**src/rtl/bishift_seq_ctrl.sv**
```systemverilog
// -----------------------------------------------------------------------------
// bishift_seq_ctrl
//   Command-driven sequencer for the 4-bit bidirectional shift register.
//   Takes one shift command per valid/ready handshake (direction, bit count,
//   serial pattern). It drives the register's en/dir/sin_l/sin_r for exactly
//   the requested number of cycles, then raises a one-cycle completion pulse.
//
// Parameters
//   DATA_W    max pattern bits per command (cmd_data width)
//   LEN_W     width of cmd_len; must be able to hold DATA_W
//
// Ports
//   clk        in   clock, all logic on the rising edge
//   rst        in   synchronous, active-high reset
//   cmd_valid  in   command present
//   cmd_ready  out  controller can accept a command (idle only)
//   cmd_dir    in   1 = shift in through sin_r, 0 = shift in through sin_l
//   cmd_len    in   number of shift cycles, 0 = no-op, clamped to DATA_W
//   cmd_data   in   serial pattern, bit 0 sent first
//   abort      in   terminate the current command early
//   sr_en      out  shift register enable
//   sr_dir     out  shift register direction
//   sr_sin_l   out  shift register left serial input
//   sr_sin_r   out  shift register right serial input
//   busy       out  command in progress (shifting or completing)
//   done       out  one-cycle completion pulse
//   aborted    out  qualified by done: command was cut short by abort
//   bits_sent  out  qualified by done: shift cycles issued for the command
// -----------------------------------------------------------------------------
module bishift_seq_ctrl #(
    parameter int DATA_W = 8,
    parameter int LEN_W  = 4
) (
    input  logic              clk,
    input  logic              rst,
    input  logic              cmd_valid,
    output logic              cmd_ready,
    input  logic              cmd_dir,
    input  logic [LEN_W-1:0]  cmd_len,
    input  logic [DATA_W-1:0] cmd_data,
    input  logic              abort,
    output logic              sr_en,
    output logic              sr_dir,
    output logic              sr_sin_l,
    output logic              sr_sin_r,
    output logic              busy,
    output logic              done,
    output logic              aborted,
    output logic [LEN_W-1:0]  bits_sent
);

    typedef enum logic [1:0] {
        ST_IDLE  = 2'd0,
        ST_SHIFT = 2'd1,
        ST_DONE  = 2'd2
    } state_t;

    localparam logic [LEN_W-1:0] MAX_LEN = LEN_W'(DATA_W);

    // Control state
    state_t              state_q, state_d;
    logic                dir_q, dir_d;
    logic [DATA_W-1:0]   data_q, data_d;      // remaining pattern, next bit at [0]
    logic [LEN_W-1:0]    len_q, len_d;        // clamped command length
    logic [LEN_W-1:0]    cnt_q, cnt_d;        // shift cycles completed before this one

    // Registered outputs
    logic                cmd_ready_q, cmd_ready_d;
    logic                sr_en_q, sr_en_d;
    logic                sr_sin_l_q, sr_sin_l_d;
    logic                sr_sin_r_q, sr_sin_r_d;
    logic                busy_q, busy_d;
    logic                done_q, done_d;
    logic                aborted_q, aborted_d;
    logic [LEN_W-1:0]    bits_sent_q, bits_sent_d;

    // Combinational helpers
    logic [LEN_W-1:0]    len_eff;
    logic [LEN_W-1:0]    cnt_inc;
    logic                accept;

    assign len_eff = (cmd_len > MAX_LEN) ? MAX_LEN : cmd_len;
    assign cnt_inc = cnt_q + 1'b1;
    assign accept  = cmd_valid && cmd_ready_q;

    always_comb begin
        state_d     = state_q;
        dir_d       = dir_q;
        data_d      = data_q;
        len_d       = len_q;
        cnt_d       = cnt_q;
        cmd_ready_d = cmd_ready_q;
        sr_en_d     = 1'b0;
        sr_sin_l_d  = 1'b0;
        sr_sin_r_d  = 1'b0;
        busy_d      = busy_q;
        done_d      = 1'b0;
        aborted_d   = aborted_q;
        bits_sent_d = bits_sent_q;

        case (state_q)
            ST_IDLE: begin
                cmd_ready_d = 1'b1;
                busy_d      = 1'b0;
                if (accept) begin
                    dir_d       = cmd_dir;
                    cnt_d       = '0;
                    bits_sent_d = '0;
                    aborted_d   = 1'b0;
                    cmd_ready_d = 1'b0;
                    busy_d      = 1'b1;
                    if (len_eff != '0) begin
                        // Bit 0 is presented in the very first shift cycle,
                        // so it is registered out on the accept edge.
                        state_d    = ST_SHIFT;
                        len_d      = len_eff;
                        sr_en_d    = 1'b1;
                        sr_sin_r_d = cmd_dir & cmd_data[0];
                        sr_sin_l_d = ~cmd_dir & cmd_data[0];
                        data_d     = {1'b0, cmd_data[DATA_W-1:1]};
                    end else begin
                        // Zero-length command completes immediately.
                        state_d = ST_DONE;
                        len_d   = '0;
                        done_d  = 1'b1;
                    end
                end
            end

            ST_SHIFT: begin
                cmd_ready_d = 1'b0;
                busy_d      = 1'b1;
                if (cnt_inc == len_q) begin
                    // Final bit went out this cycle; a coincident abort is
                    // moot because nothing was cut short.
                    state_d     = ST_DONE;
                    done_d      = 1'b1;
                    aborted_d   = 1'b0;
                    bits_sent_d = cnt_inc;
                end else if (abort) begin
                    // The current cycle's bit was still shifted in, so it
                    // counts toward bits_sent.
                    state_d     = ST_DONE;
                    done_d      = 1'b1;
                    aborted_d   = 1'b1;
                    bits_sent_d = cnt_inc;
                end else begin
                    cnt_d      = cnt_inc;
                    sr_en_d    = 1'b1;
                    sr_sin_r_d = dir_q & data_q[0];
                    sr_sin_l_d = ~dir_q & data_q[0];
                    data_d     = {1'b0, data_q[DATA_W-1:1]};
                end
            end

            ST_DONE: begin
                state_d     = ST_IDLE;
                cmd_ready_d = 1'b1;
                busy_d      = 1'b0;
            end

            default: begin
                state_d     = ST_IDLE;
                cmd_ready_d = 1'b1;
                busy_d      = 1'b0;
            end
        endcase
    end

    always_ff @(posedge clk) begin
        if (rst) begin
            state_q     <= ST_IDLE;
            dir_q       <= 1'b0;
            data_q      <= '0;
            len_q       <= '0;
            cnt_q       <= '0;
            cmd_ready_q <= 1'b1;
            sr_en_q     <= 1'b0;
            sr_sin_l_q  <= 1'b0;
            sr_sin_r_q  <= 1'b0;
            busy_q      <= 1'b0;
            done_q      <= 1'b0;
            aborted_q   <= 1'b0;
            bits_sent_q <= '0;
        end else begin
            state_q     <= state_d;
            dir_q       <= dir_d;
            data_q      <= data_d;
            len_q       <= len_d;
            cnt_q       <= cnt_d;
            cmd_ready_q <= cmd_ready_d;
            sr_en_q     <= sr_en_d;
            sr_sin_l_q  <= sr_sin_l_d;
            sr_sin_r_q  <= sr_sin_r_d;
            busy_q      <= busy_d;
            done_q      <= done_d;
            aborted_q   <= aborted_d;
            bits_sent_q <= bits_sent_d;
        end
    end

    // sr_dir keeps the last command's direction while idle; the register
    // ignores it whenever en is low.
    assign cmd_ready = cmd_ready_q;
    assign sr_en     = sr_en_q;
    assign sr_dir    = dir_q;
    assign sr_sin_l  = sr_sin_l_q;
    assign sr_sin_r  = sr_sin_r_q;
    assign busy      = busy_q;
    assign done      = done_q;
    assign aborted   = aborted_q;
    assign bits_sent = bits_sent_q;

endmodule

```
**config.mk**
```make
export PLATFORM = sky130hd
export DESIGN_NAME = bishift_seq_ctrl
export DESIGN_NICKNAME = d
export VERILOG_FILES = /design/src/rtl/bishift_seq_ctrl.sv
export SDC_FILE = /design/constraint.sdc
export NUM_CORES = 1
export LEC_CHECK = 0
export CAP_MARGIN = 5
export CORE_MARGIN = 2
export CORE_UTILIZATION = 51
export CTS_BUF_LIST = sky130_fd_sc_hd__clkbuf_4
export CTS_CLUSTER_SIZE = 24
export DETAILED_ROUTE_END_ITERATION = 16
export PLACE_DENSITY = 0.8
export SLEW_MARGIN = 15
export SYNTH_ARGS = -nofsm -noshare
export SYNTH_HDL_FRONTEND = slang
export SYNTH_SLANG_ARGS = --single-unit
```
**constraint.sdc**
```tcl
create_clock -name clk -period 2.95 [get_ports clk]
set_clock_uncertainty 0.1 [all_clocks]
set_input_delay 0.885 -clock clk [delete_from_list [all_inputs] [get_ports clk]]
set_output_delay 0.885 -clock clk [all_outputs]
set_load 0.005 [all_outputs]
```
; Word level (Yosys, flattened, before mapping)
; Index checks and enable logic that the tools add are counted.
[word_totals]
reg_bits = 30
input_bits = 17
output_inout_bits = 12
word_cells = 84
[op_classes]
n_addsub = 1
magnitude_cmp = 1
n_eq_ne = 7
muxes = 47
bitwise = 6
reduce_logical = 9
[op_table]
columns = cell, count
row1 = 8-bit 2-to-1 mux, 4
row2 = 4-bit 2-to-1 mux, 7
row3 = 1-bit 2-to-1 mux, 21
row4 = 4-bit one-hot mux with 2 select lines, 2
row5 = 8-bit one-hot mux with 2 select lines, 1
row6 = 1-bit one-hot mux with 2 select lines, 7
row7 = 2-bit 2-to-1 mux, 4
row8 = "2-bit inequality test, second input constant", 4
row9 = 5-bit AND reduction, 1
row10 = "4-bit by 1-bit adder with 4-bit output, second input constant", 1
row11 = 1-bit bitwise AND, 4
row12 = 4-bit == test, 1
row13 = "4-bit > comparator, second input constant", 1
row14 = 2-bit one-hot mux with 2 select lines, 1
row15 = 2-bit AND reduction, 2
row16 = 4-bit AND reduction, 1
row17 = 4-bit nonzero test, 1
row18 = "3-bit inequality test, second input constant", 1
row19 = 3-bit AND reduction, 1
row20 = "2-bit by 1-bit == test with 1-bit output, second input constant", 1
row21 = 2-bit zero test, 1
row22 = 1-bit NOT, 2
row23 = 2-bit nonzero test, 1
row24 = 1-bit logical AND, 1

; Logic depth before layout (Yosys ltp)
; Gate-level depths: netlist of the first run.
[depth]
ltp_word = 6
mapped_depth = 7
depth_no_buf = 6

; Worst setup path after synthesis of the first run
; No wires, ideal clock.
[synth_path]
path_kind = input -> register
from = input cmd_len[0]
to = register sr_en_q (netlist: sr_en)
setup_ns = 0.116
t_arrival_ns = 2.237
required_time_ns = 2.734
slack_ns = 0.497
path_stages = 5
path_buffers = 1
cell_sequence = or4_1 o221ai_1 a31oi_1 buf_6 and2_2
[synth_via]
elab_chain_cells = 6
[synth_lines]
columns = element, line
row1 = start: declaration, 39  ; input logic [LEN_W-1:0] cmd_len,
row2 = 4-bit > comparator, 82  ; assign len_eff = (cmd_len > MAX_LEN) ? MAX_LEN : cmd_len;
row3 = 4-bit 2-to-1 mux (*), 82
row4 = 4-bit nonzero test (*), 112  ; if (len_eff != '0) begin
row5 = 1-bit 2-to-1 mux (*), 112
row6 = 1-bit 2-to-1 mux (*), 105  ; if (accept) begin
row7 = 1-bit one-hot mux with 2 select lines (*), 101  ; case (state_q)
row8 = end signal: assignment, 192  ; sr_en_q <= sr_en_d;
row9 = end: declaration, 69  ; logic sr_en_q, sr_en_d;
; Mark *: on every way between the ends. The rest lies on a longest branch, timed or not.
; A chain may end at the register's enable or synchronous reset.

; Worst setup path in the final report of the first run
[layout_path]
from = input cmd_len[0]
to = register data_q[5]
[layout_via]
elab_chain_cells = 5
[layout_lines]
columns = element, line
row1 = 4-bit > comparator, 82
row2 = 4-bit 2-to-1 mux (*), 82
row3 = 4-bit nonzero test (*), 112
row4 = 2-bit inequality test (no source line) (*), -
row5 = 5-bit AND reduction (no source line) (*), -
row6 = end signal: assignment, 188  ; data_q <= data_d;
row7 = end: declaration, 63  ; logic [DATA_W-1:0] data_q, data_d;
; Marks and branches as above.

==> impl_metrics.json, run 1 <==
{
  "hold_violations": 0,
  "grt_pass1_wl_mm": 4.995,
  "cts_resized": 0,
  "core_um2": 2500,
  "min_to": "len_q[1]$_SDFFE_PP0P_",
  "pwr-share-clk_pct": 25.7,
  "cts_tree": "built",
  "track_usage_pct": 20.63,
  "timing.rr.end": "state_q[1]$_SDFFE_PP0P_",
  "grt_pass1_vias": 1104,
  "grt_max_degree": 18,
  "clock_latency_ns": 0.32,
  "yosys-top-cells-count": "dfxtp_1, nand2_1, a21oi_1, nor2_1, a311oi_1",
  "async_flop_share_pct": 0,
  "synth_top_area_cell": "dfxtp_1",
  "p_per_area_nw_per_um2": 496.2,
  "routedWlPerCell_um": 14.27,
  "syn-instance-count": 144,
  "finalWorstSetupSlack_ns": 0.3682,
  "hold_slack_ns": 0.3708,
  "antennaDiodeCount": 0,
  "dpl_cell_area_um2": 1680,
  "post_cts_buffers": 0,
  "fin_area_um2": 1737,
  "cp_max_fo": 15,
  "min-delay-path-class": "register to register",
  "grt_overflow": 0,
  "leakagePower_nw": 0.6335,
  "internal-power_mw": 0.6024,
  "synth.top_cell.area_share_pct": 42.57,
  "dp_hpwl_mm": 2.229,
  "cts_buffers": 5,
  "drtIter0Drc": 26,
  "dieArea_um2": 3104,
  "synth_most_common_cell": "dfxtp_1",
  "wl_mm": 2.969,
  "p_seq_share_pct": 51.3,
  "vias_per_cell": 5.587,
  "postCtsHoldBufs": 0,
  "ys_ff_latch": 29,
  "finalMaxSlewViolations": 0,
  "synth-edff-count": 0,
  "relSlewSlack_pct": 51.06,
  "seq_area_frac_synth_pct": 42.57,
  "design_power_total_mw": 0.8618,
  "r2r_setup_slack_ns": 0.70,
  "max_clock_freq_mhz": 387.3,
  "antenna_found_initial": 0,
  "drv_cap": 0,
  "status": "finished clean",
  "synth_ff_type": "dfxtp_1",
  "r2r-start": "cnt_q[0]$_SDFFE_PP0P_",
  "root_buffer": "clkbuf_4",
  "synth_area_leaders": "dfxtp_1, nand2_1, a2111oi_4",
  "p_sw_mw": 0.2593,
  "path_clk_slew_ns": 0.09,
  "pre_cts_ws_ns": -0.1783,
  "drc": 0,
  "power_frac_comb_pct": 23.0,
  "p_sw_share_pct": 30.09,
  "holdPathStages": 2,
  "port_buffers": 28,
  "ir_drop_uv": 406.2,
  "dieHeight_um": 55.71,
  "path_class": "primary input to register",
  "hold_start": "len_q[1]$_SDFFE_PP0P_",
  "endpoint_kind": "register",
  "drive_gt1_share_pct": 13.48,
  "cts_max_level": 2,
  "startpoint_type": "primary input",
  "crit_arrival_ns": 2.70,
  "final.period_utilization_pct": 87.52,
  "initial_core_util_pct": 54.55,
  "startpoint": "cmd_len[0]",
  "synth_nets": 162,
  "ant_nets": 0,
  "cp.required_ns": 3.07,
  "fin_crit_ns": 2.582,
  "rsz0062_at_grt": "false",
  "area_growth_pct": 27.34,
  "synth_cell_types": 39,
  "ios": 29,
  "cts_buffer_depth": 2,
  "reg2regPathDepth": 6,
  "vias": 1162,
  "finalWeightedCongestion": 0.8096,
  "die_w_um": 55.71,
  "post-route-util_pct": 69.47,
  "first_pass_iters": 4,
  "tightest_slew_ns": 0.7314,
  "clkSinkCount": 29,
  "syn-cell-area_um2": 1364,
  "setup_violations": 0,
  "fp-row-count": 18,
  "yosys_warnings": 0,
  "nNetsFinal": 195,
  "avgSynthCellArea_um2": 9.471
}
## cell families (layout without fill, tap and decap cells)
group / after synthesis / count (layout) / share of synthesized area [%]
AO/OA/AOI/OAI: 29 / 29 / 18.26
XOR/XNOR: 7 / 7 / 5.688
adder cells (fa/ha/maj): 1 / 1 / 0.9173
buffers and inverters: 11 / 45 / 3.669
flip-flops: 29 / 29 / 42.57
multiplexers: 6 / 6 / 5.138
AND/OR/NAND/NOR: 61 / 61 / 23.76
## cell type report
type | count | area (µm²)
clock buffer | 5 | 37.54
clock inverter | 3 | 12.51
fill | 204 | 763.2
inverter | 5 | 18.77
multi-input combinational | 104 | 739.5
sequential | 29 | 580.6
tap | 30 | 37.54
timing repair buffer | 32 | 310.3
## worst max-delay path: stages
cell and delay (ns):
clkdlybuf4s50_1 0.41, or4_1 0.59, o221ai_1 0.28, a31oi_2 0.19, a311oi_1 0.35
## state kept, by name (all words and copies together), names as in the netlist
| signal | flops |
|---|---|
| aborted | 1 |
| bits_sent | 4 |
| busy | 1 |
| cmd_ready | 1 |
| cnt_q | 4 |
| data_q | 7 |
| done | 1 |
| len_q | 4 |
| sr_dir | 1 |
| sr_en | 1 |
| sr_sin_l | 1 |
| sr_sin_r | 1 |
| state_q | 2 |
## routing by layer
| metal | track usage, % | part of all wire (%) |
|---|---|---|
| met1 | 23.80 | 45 |
| met2 | 35.03 | 48 |
| met3 | 7.442 | 5.1 |
| met4 | 7.317 | 1.3 |
| met5 | 0 | 0 |
## power groups by stage
stage | clock network, mW | logic [mW] | registers, mW
2_1_floorplan | 0 | 0.132 | 0.446
3_3_place_gp | 0 | 0.189 | 0.450
3_5_place_dp | 0 | 0.196 | 0.451
4_1_cts | 0.226 | 0.197 | 0.442
5_1_grt | 0.244 | 0.217 | 0.446
6_report | 0.221 | 0.198 | 0.442
## how the worst max path moves through the flow
stage                             end  slack (ns)
2_1_floorplan        sr_en$_SDFF_PP0_        0.50
3_3_place_gp   data_q[4]$_SDFFE_PP0P_       -0.05
3_5_place_dp   data_q[1]$_SDFFE_PP0P_       -0.18
4_1_cts        data_q[4]$_SDFFE_PP0P_        0.17
5_1_grt        data_q[4]$_SDFFE_PP0P_        0.24
6_report       data_q[5]$_SDFFE_PP0P_        0.37
## cell usage in the layout (no fill, tap or decap), types with 2 or more instances in the layout
master,n
dfxtp_1,29
clkdlybuf4s50_1,28
nand2_1,22
a21oi_1,10
nor2_1,10
a311oi_1,6
inv_1,5
nand2b_1,5
clkbuf_4,5
nand3b_1,4
xnor2_1,4
mux2i_1,4
buf_4,4
nor2b_1,3
o21ai_0,3
nand4_1,2
nor3_1,2
nand3_1,2
xor2_1,2
mux2_4,2
nand4b_1,2
a2111oi_4,2
and2_2,2
o22ai_1,2
clkinv_1,2
## through the flow
step,TNS [ns],std cells
after floorplan,0,144
after global placement,-0.2531,200
after detailed placement,-1.153,200
after CTS,0,208
after global routing,0,208
final,0,208
(Power assumes the default switching activity.)
==> run 2: changes to the inputs <==
--- a/config.mk
+++ b/config.mk
@@ -6,7 +6,6 @@
 export NUM_CORES = 1
 export LEC_CHECK = 0
 export CAP_MARGIN = 5
-export CORE_MARGIN = 2
 export CORE_UTILIZATION = 51
 export CTS_BUF_LIST = sky130_fd_sc_hd__clkbuf_4
 export CTS_CLUSTER_SIZE = 24
==> run 2 against run 1 <==
- design area increased by 0.86%
- first-iteration DRC count fell by 23%
- worst setup slack better by 0.012 ns
- final cell count grew 0.96%
- register-to-register slack about the same
- routed wire length down 3.6%
- flip-flop and latch count stayed put
==> impl_metrics.json, run 2 (synthesized netlist as in run 1, its figures left out) <==
{
  "p_per_area_nw_per_um2": 499.1,
  "die_w_um": 53.71,
  "finalMaxSlewViolations": 0,
  "antennaDiodeCount": 0,
  "hold_violations": 0,
  "final_common_cell": "dfxtp_1",
  "cp_max_fo": 15,
  "tightest_slew_ns": 0.6687,
  "status": "finished clean",
  "core_um2": 2500,
  "crit_arrival_ns": 2.71,
  "dpl_cell_area_um2": 1695,
  "max_stage_delay_ns": 0.58,
  "startpoint": "cmd_valid",
  "largest_register_ffs": 7,
  "path_depth": 6,
  "fp-row-count": 18,
  "leakagePower_nw": 0.6437,
  "r2r_setup_slack_ns": 0.71,
  "design_power_total_mw": 0.8742,
  "min-delay-path-class": "register to register",
  "path_clk_slew_ns": 0.09,
  "crit_path_end": "data_q[3]$_SDFFE_PP0P_",
  "drive_gt1_share_pct": 14.44,
  "top_register": "data_q",
  "cpMaxStageDelayCell": "a31oi_2",
  "dieArea_um2": 2885,
  "critical_path.cell_chain": "clkdlybuf4s50_1 > and3b_1 > o221ai_1 > a31oi_2 > nor2_1 > a311oi_1",
  "cts_buffer_depth": 2,
  "routedWlPerCell_um": 13.63,
  "cts_tree": "built",
  "finalWeightedCongestion": 0.8117,
  "root_buffer": "clkbuf_4",
  "drv_cap": 0,
  "area_growth_pct": 28.44,
  "ant_nets": 0,
  "drc": 0,
  "clkSinkCount": 29,
  "fill_cells": 185,
  "initial_core_util_pct": 54.55,
  "finalSetupTns_ns": 0,
  "hold_slack_ns": 0.3751,
  "grt_max_degree": 19,
  "cts_buffers": 5,
  "dieHeight_um": 53.71,
  "cp.required_ns": 3.09,
  "critical_path_buf_inv_count": 1,
  "timing.rr.end": "bits_sent[3]$_SDFFE_PP0P_",
  "fin_area_um2": 1752,
  "path_class": "primary input to register",
  "vias_per_cell": 5.571,
  "crit_family": "compound AO/OA/AOI/OAI gates",
  "post_cts_buffers": 0,
  "ir_drop_uv": 387.2,
  "post-route-util_pct": 70.07,
  "rsz0062_at_grt": "false",
  "cts_max_level": 2,
  "grt_pass1_vias": 1081,
  "final.period_utilization_pct": 87.13,
  "grt_overflow": 0,
  "r2r-start": "cnt_q[0]$_SDFFE_PP0P_",
  "dp_hpwl_mm": 2.112,
  "port_buffers": 28,
  "postCtsHoldBufs": 0,
  "ios": 29,
  "endpoint_kind": "register",
  "max_clock_freq_mhz": 389.1,
  "antenna_found_initial": 0,
  "layout_common_cells": "dfxtp_1, clkdlybuf4s50_1, nand2_1",
  "drtIter0Drc": 20,
  "setup_violations": 0,
  "grt_pass1_wl_mm": 4.671,
  "nNetsFinal": 197,
  "relSlewSlack_pct": 55.28,
  "fin_crit_ns": 2.570,
  "reg2regPathDepth": 6,
  "vias": 1170,
  "track_usage_pct": 23.85,
  "cts_resized": 0,
  "clock_latency_ns": 0.33,
  "startpoint_type": "primary input",
  "wl_mm": 2.862,
  "first_pass_iters": 4
}
## run 2: changes by cell type in the layout (fill, tap and decap cells not counted)
cell / before / now
buf_4: 4 / 6
## run 2: worst min-delay path by stage
stage / from / endpoint / slack (ns) / cells past startpoint
floorplan: len_q[1]$_SDFFE_PP0P_ / len_q[1]$_SDFFE_PP0P_ / 0.34 / 2
global placement: len_q[0]$_SDFFE_PP0P_ / len_q[0]$_SDFFE_PP0P_ / 0.36 / 2
detailed placement: len_q[0]$_SDFFE_PP0P_ / len_q[0]$_SDFFE_PP0P_ / 0.36 / 2
CTS: len_q[1]$_SDFFE_PP0P_ / len_q[1]$_SDFFE_PP0P_ / 0.38 / 2
global route: len_q[1]$_SDFFE_PP0P_ / len_q[1]$_SDFFE_PP0P_ / 0.40 / 2
finish: bits_sent[1]$_SDFFE_PP0P_ / bits_sent[1]$_SDFFE_PP0P_ / 0.38 / 2
## run 2: where the power goes
part	internal [mW]	leakage (nW)	switching, mW
clock network	0.0859	0.0300	0.142
logic	0.0999	0.377	0.103
registers	0.421	0.237	0.0215
## run 2: worst reg2reg max path: stages, from the launching register on
cell and delay [ns]:
dfxtp_1 0.42, ha_1 0.27, xor3_2 0.30, nor3_4 0.30, a31oi_4 0.13, a21o_4 0.29, mux2_4 0.30
## run 2: final cells by class
cell class / count / area (µm²) / area share, %
inverter: 5 / 18.77 / 1.071
tap: 30 / 37.54 / 2.143
clock inverter: 3 / 12.51 / 0.7143
timing repair buffer: 34 / 325.3 / 18.57
clock buffer: 5 / 37.54 / 2.143
multi-input combinational: 104 / 739.5 / 42.21
sequential: 29 / 580.6 / 33.14
## run 2: through the flow
stage,setup WS [ns],std cells
floorplan,0.4966,144
CTS,0.1684,210
global placement,-0.04654,202
global route,0.3193,210
finish,0.3797,210
detailed placement,-0.1890,202
## run 2: metal layers
layer | wire [µm] | global-route usage, %
met4 | 22 | 11.40
met2 | 1413 | 38.48
met5 | 0 | 0
met3 | 136 | 10.17
met1 | 1289 | 26.83
